<file path="config.mk">
export PLATFORM = sky130hd
export DESIGN_NAME = dsp
export DESIGN_NICKNAME = d
export VERILOG_FILES = /design/src/rtl/dsp_pkg.sv /design/src/rtl/dsp_pipe_reg.sv /design/src/rtl/dsp.sv
export SDC_FILE = /design/constraint.sdc
export NUM_CORES = 2
export LEC_CHECK = 0
export ABC_AREA = 1
export BUFFER_PORTS_ARGS = -buffer_cell sky130_fd_sc_hd__clkbuf_2
export CORE_MARGIN = 4
export CORE_UTILIZATION = 58
export CTS_CLUSTER_DIAMETER = 30
export CTS_CLUSTER_SIZE = 28
export DETAILED_ROUTE_END_ITERATION = 12
export GPL_TIMING_DRIVEN = 1
export MAX_ROUTING_LAYER = met4
export PLACE_DENSITY = 0.77
export SLEW_MARGIN = 20
export SYNTH_ARGS = -nofsm -noshare
export SYNTH_HDL_FRONTEND = slang
export SYNTH_SLANG_ARGS = --single-unit
</file>
<file path="constraint.sdc">
create_clock -name clk -period 7.71 [get_ports clk]
set_clock_uncertainty 0.05 [all_clocks]
set_input_delay 1.542 -clock clk [delete_from_list [all_inputs] [get_ports clk]]
set_output_delay 1.542 -clock clk [all_outputs]
set_load 0.005 [all_outputs]
</file>
<file path="src/rtl/dsp_pkg.sv">
// Shared constants for the dsp multiply-accumulate slice: datapath widths,
// OPMODE bit positions, X/Z mux encodings and string-valued parameter options.
package dsp_pkg;

    localparam int A_W = 18;
    localparam int B_W = 18;
    localparam int D_W = 18;
    localparam int M_W = 36;
    localparam int P_W = 48;

    localparam int OP_X_LSB   = 0;
    localparam int OP_Z_LSB   = 2;
    localparam int OP_PREADD  = 4;
    localparam int OP_CIN     = 5;
    localparam int OP_PRESUB  = 6;
    localparam int OP_POSTSUB = 7;

    localparam logic [1:0] X_ZERO = 2'b00;
    localparam logic [1:0] X_M    = 2'b01;
    localparam logic [1:0] X_P    = 2'b10;
    localparam logic [1:0] X_DAB  = 2'b11;

    localparam logic [1:0] Z_ZERO = 2'b00;
    localparam logic [1:0] Z_PCIN = 2'b01;
    localparam logic [1:0] Z_P    = 2'b10;
    localparam logic [1:0] Z_C    = 2'b11;

    localparam string CARRYINSEL_OPMODE5 = "OPMODE5";
    localparam string CARRYINSEL_CARRYIN = "CARRYIN";
    localparam string B_INPUT_DIRECT     = "DIRECT";
    localparam string B_INPUT_CASCADE    = "CASCADE";
    localparam string RSTTYPE_SYNC       = "SYNC";

endpackage

</file>
<file path="src/rtl/dsp_pipe_reg.sv">
// Optional pipeline stage: a clock-enabled register with synchronous active-low
// clear when USE_REG is nonzero, otherwise a plain wire.
module dsp_pipe_reg #(
    parameter int WIDTH   = 18,
    parameter int USE_REG = 1
) (
    input  logic             clk,
    input  logic             rst_n,
    input  logic             ce,
    input  logic [WIDTH-1:0] d,
    output logic [WIDTH-1:0] q
);

    generate
        if (USE_REG != 0) begin : g_reg
            // Clear wins over enable; otherwise load on enable and hold without it
            always_ff @(posedge clk) begin
                if (!rst_n)
                    q <= '0;
                else if (ce)
                    q <= d;
            end
        end else begin : g_wire
            logic unused_ctrl;
            assign unused_ctrl = ^{clk, rst_n, ce};
            assign q = d;
        end
    endgenerate

endmodule

</file>
<file path="src/rtl/dsp.sv">
// Pipelined 18x18 multiply-accumulate slice in the style of the DSP48A1:
// pre-adder, unsigned multiplier, 48-bit post-adder with carry.
// Build option: define DSP_BCIN_CASCADE_EN to let B_INPUT="CASCADE" take BCIN;
// without it the B port always feeds the B0 stage.
module dsp
    import dsp_pkg::*;
#(
    parameter int    A0REG       = 1,
    parameter int    A1REG       = 1,
    parameter int    B0REG       = 1,
    parameter int    B1REG       = 1,
    parameter int    CREG        = 1,
    parameter int    DREG        = 1,
    parameter int    MREG        = 1,
    parameter int    PREG        = 1,
    parameter int    CARRYINREG  = 1,
    parameter int    CARRYOUTREG = 1,
    parameter int    OPMODEREG   = 1,
    parameter string CARRYINSEL  = "OPMODE5",
    parameter string B_INPUT     = "DIRECT",
    parameter string RSTTYPE     = "SYNC"
) (
    input  logic            clk,
    input  logic            rst_n,
    input  logic [A_W-1:0]  a,
    input  logic [B_W-1:0]  b,
    input  logic [D_W-1:0]  d,
    input  logic [P_W-1:0]  c,
    input  logic [B_W-1:0]  bcin,
    input  logic [P_W-1:0]  pcin,
    input  logic [7:0]      opmode,
    input  logic            carryin,
    input  logic            cea,
    input  logic            ceb,
    input  logic            cec,
    input  logic            ced,
    input  logic            cem,
    input  logic            cep,
    input  logic            cecarryin,
    input  logic            ceopmode,
    output logic [B_W-1:0]  bcout,
    output logic [M_W-1:0]  m,
    output logic [P_W-1:0]  p,
    output logic [P_W-1:0]  pcout,
    output logic            carryout,
    output logic            carryoutf
);

    generate
        if (RSTTYPE != RSTTYPE_SYNC) begin : g_bad_rsttype
            $error("dsp: RSTTYPE must be \"SYNC\"");
        end
    endgenerate

    logic [B_W-1:0] b_src;
    logic [A_W-1:0] a0_q, a1_q;
    logic [B_W-1:0] b0_q, b1_d, b1_q;
    logic [D_W-1:0] d_q;
    logic [P_W-1:0] c_q;
    logic [7:0]     op_q;
    logic [M_W-1:0] m_d, m_q;
    logic           cin_d, cin_q;
    logic [P_W-1:0] x_mux, z_mux, p_q;
    logic [P_W:0]   sum;
    logic           co_q;

`ifdef DSP_BCIN_CASCADE_EN
    assign b_src = (B_INPUT == B_INPUT_CASCADE) ? bcin : b;
`else
    logic unused_bcin;
    assign unused_bcin = ^bcin;
    assign b_src = b;
`endif

    dsp_pipe_reg #(.WIDTH(A_W), .USE_REG(A0REG)) u_a0 (.clk(clk), .rst_n(rst_n), .ce(cea), .d(a), .q(a0_q));
    dsp_pipe_reg #(.WIDTH(A_W), .USE_REG(A1REG)) u_a1 (.clk(clk), .rst_n(rst_n), .ce(cea), .d(a0_q), .q(a1_q));
    dsp_pipe_reg #(.WIDTH(B_W), .USE_REG(B0REG)) u_b0 (.clk(clk), .rst_n(rst_n), .ce(ceb), .d(b_src), .q(b0_q));
    dsp_pipe_reg #(.WIDTH(B_W), .USE_REG(B1REG)) u_b1 (.clk(clk), .rst_n(rst_n), .ce(ceb), .d(b1_d), .q(b1_q));
    dsp_pipe_reg #(.WIDTH(D_W), .USE_REG(DREG))  u_d  (.clk(clk), .rst_n(rst_n), .ce(ced), .d(d), .q(d_q));
    dsp_pipe_reg #(.WIDTH(P_W), .USE_REG(CREG))  u_c  (.clk(clk), .rst_n(rst_n), .ce(cec), .d(c), .q(c_q));
    dsp_pipe_reg #(.WIDTH(8),   .USE_REG(OPMODEREG)) u_op (.clk(clk), .rst_n(rst_n), .ce(ceopmode), .d(opmode), .q(op_q));
    dsp_pipe_reg #(.WIDTH(M_W), .USE_REG(MREG))  u_m  (.clk(clk), .rst_n(rst_n), .ce(cem), .d(m_d), .q(m_q));
    dsp_pipe_reg #(.WIDTH(1),   .USE_REG(CARRYINREG)) u_cyi (.clk(clk), .rst_n(rst_n), .ce(cecarryin), .d(cin_d), .q(cin_q));
    dsp_pipe_reg #(.WIDTH(P_W), .USE_REG(PREG))  u_p  (.clk(clk), .rst_n(rst_n), .ce(cep), .d(sum[P_W-1:0]), .q(p_q));
    dsp_pipe_reg #(.WIDTH(1),   .USE_REG(CARRYOUTREG)) u_cyo (.clk(clk), .rst_n(rst_n), .ce(cep), .d(sum[P_W]), .q(co_q));

    // Pre-adder: pass B0 through, or form D+B0 / D-B0 wrapping at 18 bits
    always_comb begin
        b1_d = b0_q;
        if (op_q[OP_PREADD])
            b1_d = op_q[OP_PRESUB] ? (d_q - b0_q) : (d_q + b0_q);
    end

    assign m_d   = a1_q * b1_q;
    assign cin_d = (CARRYINSEL == CARRYINSEL_CARRYIN) ? carryin : op_q[OP_CIN];

    // X and Z operand selection for the post-adder
    always_comb begin
        x_mux = '0;
        z_mux = '0;
        case (op_q[OP_X_LSB +: 2])
            X_M:     x_mux = {{(P_W-M_W){1'b0}}, m_q};
            X_P:     x_mux = p_q;
            X_DAB:   x_mux = {d_q[11:0], a1_q, b1_q};
            default: x_mux = '0;
        endcase
        case (op_q[OP_Z_LSB +: 2])
            Z_PCIN:  z_mux = pcin;
            Z_P:     z_mux = p_q;
            Z_C:     z_mux = c_q;
            default: z_mux = '0;
        endcase
    end

    // Post-adder at 49 bits so the top bit carries the carry or borrow
    always_comb begin
        sum = '0;
        if (op_q[OP_POSTSUB])
            sum = {1'b0, z_mux} - ({1'b0, x_mux} + {{P_W{1'b0}}, cin_q});
        else
            sum = {1'b0, z_mux} + {1'b0, x_mux} + {{P_W{1'b0}}, cin_q};
    end

    assign bcout     = b1_q;
    assign m         = m_q;
    assign p         = p_q;
    assign pcout     = p_q;
    assign carryout  = co_q;
    assign carryoutf = co_q;

endmodule

</file>
### Word level (Yosys, flattened, before mapping)

Cells that the tools add are included.

| storage, ports and cells | value |
|---|---|
| register bits | 232 |
| output and inout port bits | 152 |

| operators by class | value |
|---|---|
| eq/ne operators | 6 |
| $add $sub $neg | 6 |
| $mul | 1 |
| multiplexer cells | 5 |

Operators by type and width:

| kind | number |
|---|---|
| case mux 48 bit (3 select lines) | 2 |
| adder 48 x 1 -> 49 bit | 1 |
| adder 48 x 48 -> 49 bit | 1 |
| adder 49 x 1 -> 49 bit | 1 |
| 2-to-1 mux 49 bit | 1 |
| subtractor 48 x 49 -> 49 bit | 1 |
| multiplier 18 x 18 -> 36 bit | 1 |
| 2-to-1 mux 18 bit | 2 |
| adder 18 bit | 1 |
| subtractor 18 bit | 1 |
| == test 2 bit, second input constant | 4 |
| == test 2 x 1 -> 1 bit, second input constant | 2 |

### Longest topological paths before layout

| logic depth | value |
|---|---|
| depth after elaboration | 5 |
| gate-level depth with buffers | 28 |

### Modules after synthesis

A second synthesis with hierarchy kept.

| second synthesis, totals | value |
|---|---|
| cells, all modules | 5428 |
| area, all modules | 33509.6 µm² |

By module, submodules not included:

| module | cells each | times used | area an instance (µm²) |
|---|---|---|---|
| dsp | 3959 | 1 | 23515.1 |
| dsp_pipe_reg (u_c ...) | 304 | 2 | 1973.1 |
| dsp_pipe_reg (u_a0 ...) | 114 | 5 | 758.2 |
| dsp_pipe_reg (u_m) | 228 | 1 | 1818.0 |
| dsp_pipe_reg (u_op) | 51 | 1 | 356.6 |
| dsp_pipe_reg (u_cyi ...) | 6 | 2 | 41.3 |

### Least setup slack after synthesis

Ideal clock, no wire load.

| timing | value |
|---|---|
| kind | flip-flop to flip-flop |
| start point | register u_b1.q[3] |
| end point | register u_m.q[33] |
| path buffers | 1 |
| data arrival time | 5.118 ns |
| period minus slack after synthesis | 5.283 ns |
| required time | 7.545 ns |
| cell stages (with the launch flop) | 22 |
| path slack | 2.427 ns |
| path through | dfxtp_1 clkbuf_1 nand2_1 fa_1 fa_1 fa_1 fa_1 inv_1 fa_1 inv_1 fa_1 inv_1 ha_1 nand2_1 nor2_1 inv_1 o21ai_0 nand3_1 nand2_1 nor2_1 o21ai_0 inv_1 |

| on the way | value |
|---|---|
| cells in the longest elaborated chain, start to end | 1 |

RTL lines:

| what | line | text |
|---|---|---|
| from (decl) | dsp_pipe_reg.sv:11 | `output logic [WIDTH-1:0] q` |
| from (signal assigned) | dsp_pipe_reg.sv:19 | `q <= '0;` |
| from (signal assigned) | dsp_pipe_reg.sv:21 | `q <= d;` |
| multiplier 18 x 18 -> 36 bit | dsp.sv:94 | `assign m_d = a1_q * b1_q;` |
| to (signal assigned) | dsp_pipe_reg.sv:19 |  |
| to (signal assigned) | dsp_pipe_reg.sv:21 |  |
| to (decl) | dsp_pipe_reg.sv:11 |  |

Every way passes these cells.
A chain may end at the register's enable or synchronous reset.

### Final worst setup path

| timing | value |
|---|---|
| start point | register u_b1.q[4] |
| end point | register u_m.q[25] |

Same word-level chain as after synthesis.

==> summary.md <==
| Metric | Value |
|---|---|
| P per Cell Area | `186 nW/um^2` |
| Fmax | `0.154 GHz` |
| YS warnings | `0` |
| Final min period | `6480 ps` |
| Min-Delay Path Class | `register to register` |
| Core area | `between 50000 and 60000 sq um` |
| Flop2flop setup slack | `1230 ps` |
| CP max stage delay | `between 900 and 1000 ps` |
| Ports | `~340` |
| Final Setup Violations | `0` |
| Total CTS buffers | `56` |
| Synth Net Count | `5814` |
| Slew HR | `between 20% and 30%` |
| Postcts setup bufs | `0` |
| Drt initial violations | `3450` |
| Final hold slack | `426 ps` |
| Final ANT Viol Nets | `0` |
| Final Util | `65.8%` |
| CTS Hold Bufs | `0` |
| Hold_sp | `u_b1.q[6]` |
| Initial Utilization | `59.0%` |
| Post-Syn Area | `around 32000 sq um` |
| Total negative slack | `0 ps` |
| Critical path capture point type | `register` |
| Row count | `85` |
| Worst path cell trace | `buf_4, nand2_1, fa_1, fa_1, fa_1, fa_1, inv_1, fa_1, inv_1, fa_1, inv_1, ha_1, nand2_1, nor2_1, inv_1, o21ai_0, a21oi_1, xor2_1, nand2_1, nand2_1, inv_1` |
| Clk slew on worst S/H paths | `50 ps` |
| Final RePlAce weighted congestion | `1.07` |
| Ranking of synthesized cells by area | `fa_1, nand2_1, dfxtp_1` |
| Hold EP | `u_b1.q[6]` |
| WS Path Type | `register to register` |
| WL per Instance | `20.6 um` |
| Clk sink count | `232` |
| DRT Wirelength | `124 mm` |
| Final worst-path cycle share | `a little over four fifths` |
| Area after DPL | `33700 sq um` |
| Async SR Flop Fraction | `0%` |
| Worst R2R Path Depth | `21` |
| Drt drc | `0` |
| Fin. Hold Viols | `0` |
| Die ar. | `59000 sq um` |
| Die Wd | `roughly 240 um` |
| First-pass GRT wire length | `188 mm` |
| Worst-margin pin slew | `1140 ps` |
| Fin. max-slew vios | `0` |
| Share of post-route cells with drive strength above 1 | `10.1%` |
| Critical Path RT | `8150 ps` |
| Post-CTS Resized | `0` |
| Worst Hold Path Cells | `2` |
| Synth area leader | `fa_1` |
| Number of flops mapped to enable cells by yosys | `0` |
| CP max-delay cell | `dfxtp_1` |
| Vias per inst | `between 5 and 6` |
| Status | `finished, final reports clean` |
| Overall Global Routing Usage | `42.2%` |
| Vias in the first global route | `32874` |
| Synthesized area per cell | `6.28 sq um` |
| RR Startpoint | `u_b1.q[4]` |
| CTS Buffer Depth | `3` |
| CTS tree | `done` |
| CP Max Fanout | `16` |
| GR Overflow Total | `0` |
| Reg-to-reg endpoint | `u_m.q[25]` |
| Syn Inst Count | `5099` |
| Worst-Skew Late Latency | `630 ps` |
| RSZ-0062 raised after global routing | `false` |
| DR pass1 iterations | `6` |
| Top_reg_cell synth | `dfxtp_1` |
| Register area share after synthesis | `roughly 15%` |
| Synth top area share | `16.3%` |
| Maxcap violations | `0` |
| Fill cell count | `5110` |
| Largest net degree at the start of global routing | `81` |
| Finished layout cell area | `35700 sq um` |
| Detailed Place HPWL | `between 100 and 150 mm` |
| CTS H-Tree Depth | `2` |
| Initial antenna violation count | `1` |
| Cell mode on critical path | `fa_1` |
| Root Driver | `clkbuf_16` |
| Port Buffers | `roughly 320` |
| Yosys cell types | `50` |
| Area Growth Syn to Fin | `11.5%` |
| Final nets | `6000` |
| Chip Height | `approximately 240 um` |
| Yosys reg bits | `232` |
| Peak VDD IR | `between 0.15 and 0.2 mV` |
| Worst Path Arrival | `roughly 6900 ps` |
| Crit start category | `register` |
| Pleak | `just over 20 nW` |
| Total number of vias | `33847` |
-- worst max path at each step --
stage | endpoint | cells past startpoint | start | slack (ps)
3_3_place_gp | u_m.q[25] | 20 | u_a1.q[10] | 1480
5_1_grt | u_m.q[25] | 21 | u_b1.q[4] | 860
2_1_floorplan | u_m.q[33] | 21 | u_b1.q[3] | 2430
6_report | u_m.q[25] | 21 | u_b1.q[4] | 1230
4_1_cts | u_m.q[25] | 20 | u_a1.q[10] | 1340
3_5_place_dp | u_m.q[25] | 20 | u_a1.q[10] | 1390
-- metrics by stage --
step	total power, mW	instances	setup WS, ps
2_1_floorplan	3.18	5099	2430
3_3_place_gp	4.09	5923	1480
3_5_place_dp	4.13	5923	1390
4_1_cts	6.58	6026	1340
5_1_grt	7.00	6027	862
6_report	6.66	6027	1230
-- cell families after synthesis --
| kind of cell | Yosys count | synth area share (%) |
|---|---|---|
| buffers and inverters | 1374 | 16.7 |
| DFF | 232 | 14.5 |
| AOI/OAI and AO/OA | 797 | 13.6 |
| adders and majority gates | 528 | 26.8 |
| xor gates and xnor gates | 60 | 1.64 |
| and+or+nand+nor | 2108 | 26.7 |
-- routing by layer --
layer,global-route usage (%),vias to the layer above,wire (um)
li1,-,15877,-
met1,51.5,15676,47200
met2,67.0,1859,56400
met3,6.36,435,11400
met4,24.0,0,8870
met5,-,-,0
-- registers in the layout, summed over array words and instances (netlist names), 8 cells and up --
name    flops
u_op.q      8
u_m.q      36
u_b1.q     18
u_p.q      48
u_c.q      48
u_a0.q     18
u_d.q      18
u_a1.q     18
u_b0.q     18
-- cell type report --
type | instances | area, sq um | area share, %
sequential | 232 | 4650 | 13.0
clock buffer | 67 | 1470 | 4.12
timing repair buffer | 361 | 1910 | 5.36
clock inverter | 36 | 498 | 1.39
multi-input combinational | 3493 | 22000 | 61.7
inverter | 1141 | 4280 | 12.0
tap | 696 | 871 | 2.44
antenna | 1 | 2.50 | 0.00701
-- worst max-delay path: cells and delay by family (launching register included) --
family                     cells  cell delay [ps]
adders and majority gates      7             3390
DFF                            1              930
and+or+nand+nor                5              620
buffers and inverters          6              560
AOI/OAI and AO/OA              2              560
xor gates and xnor gates       1              220
-- power breakdown --
part           switching, mW  leakage [nW]  internal (mW)
Sequential             0.151          1.92           1.30
Clock                  0.820         0.919           1.63
Combinational           1.91          17.8          0.841
-- placed cells by master (no fill, tap or decap), types with 7 or more instances in the layout --
cell type	netlist	final
a21o_1	28	28
a21oi_1	326	326
and2_1	12	12
buf_4	50	43
bufinv_16	0	8
clkbuf_1	166	8
clkbuf_16	0	56
clkbuf_2	0	318
clkinv_1	7	8
clkinvlp_4	0	12
dfxtp_1	232	230
fa_1	261	261
ha_1	267	267
inv_1	1121	1117
inv_2	13	16
nand2_1	1316	1316
nand2_2	23	23
nand3_1	185	185
nand3b_1	13	13
nand4_1	41	41
nor2_1	457	456
nor2_2	12	12
nor3_1	30	30
nor3_2	7	7
o211ai_1	15	15
o21ai_0	332	332
o21ai_1	15	15
o21bai_1	18	18
o221ai_1	28	28
xnor2_1	10	10
xor2_1	50	50
-- synthesized netlist by cell type (7+ instances only) --
master and count:
a21o_1 28, a21oi_1 326, and2_1 12, buf_1 11, buf_4 50, clkbuf_1 166, clkinv_1 7, dfxtp_1 232
fa_1 261, ha_1 267, inv_1 1121, inv_2 13, nand2_1 1316, nand2_2 23, nand3_1 185, nand3b_1 13
nand4_1 41, nor2_1 457, nor2_2 12, nor3_1 30, nor3_2 7, o211ai_1 15, o21ai_0 332, o21ai_1 15
o21bai_1 18, o221ai_1 28, xnor2_1 10, xor2_1 50
No activity file was read; power rests on OpenSTA's default activity.
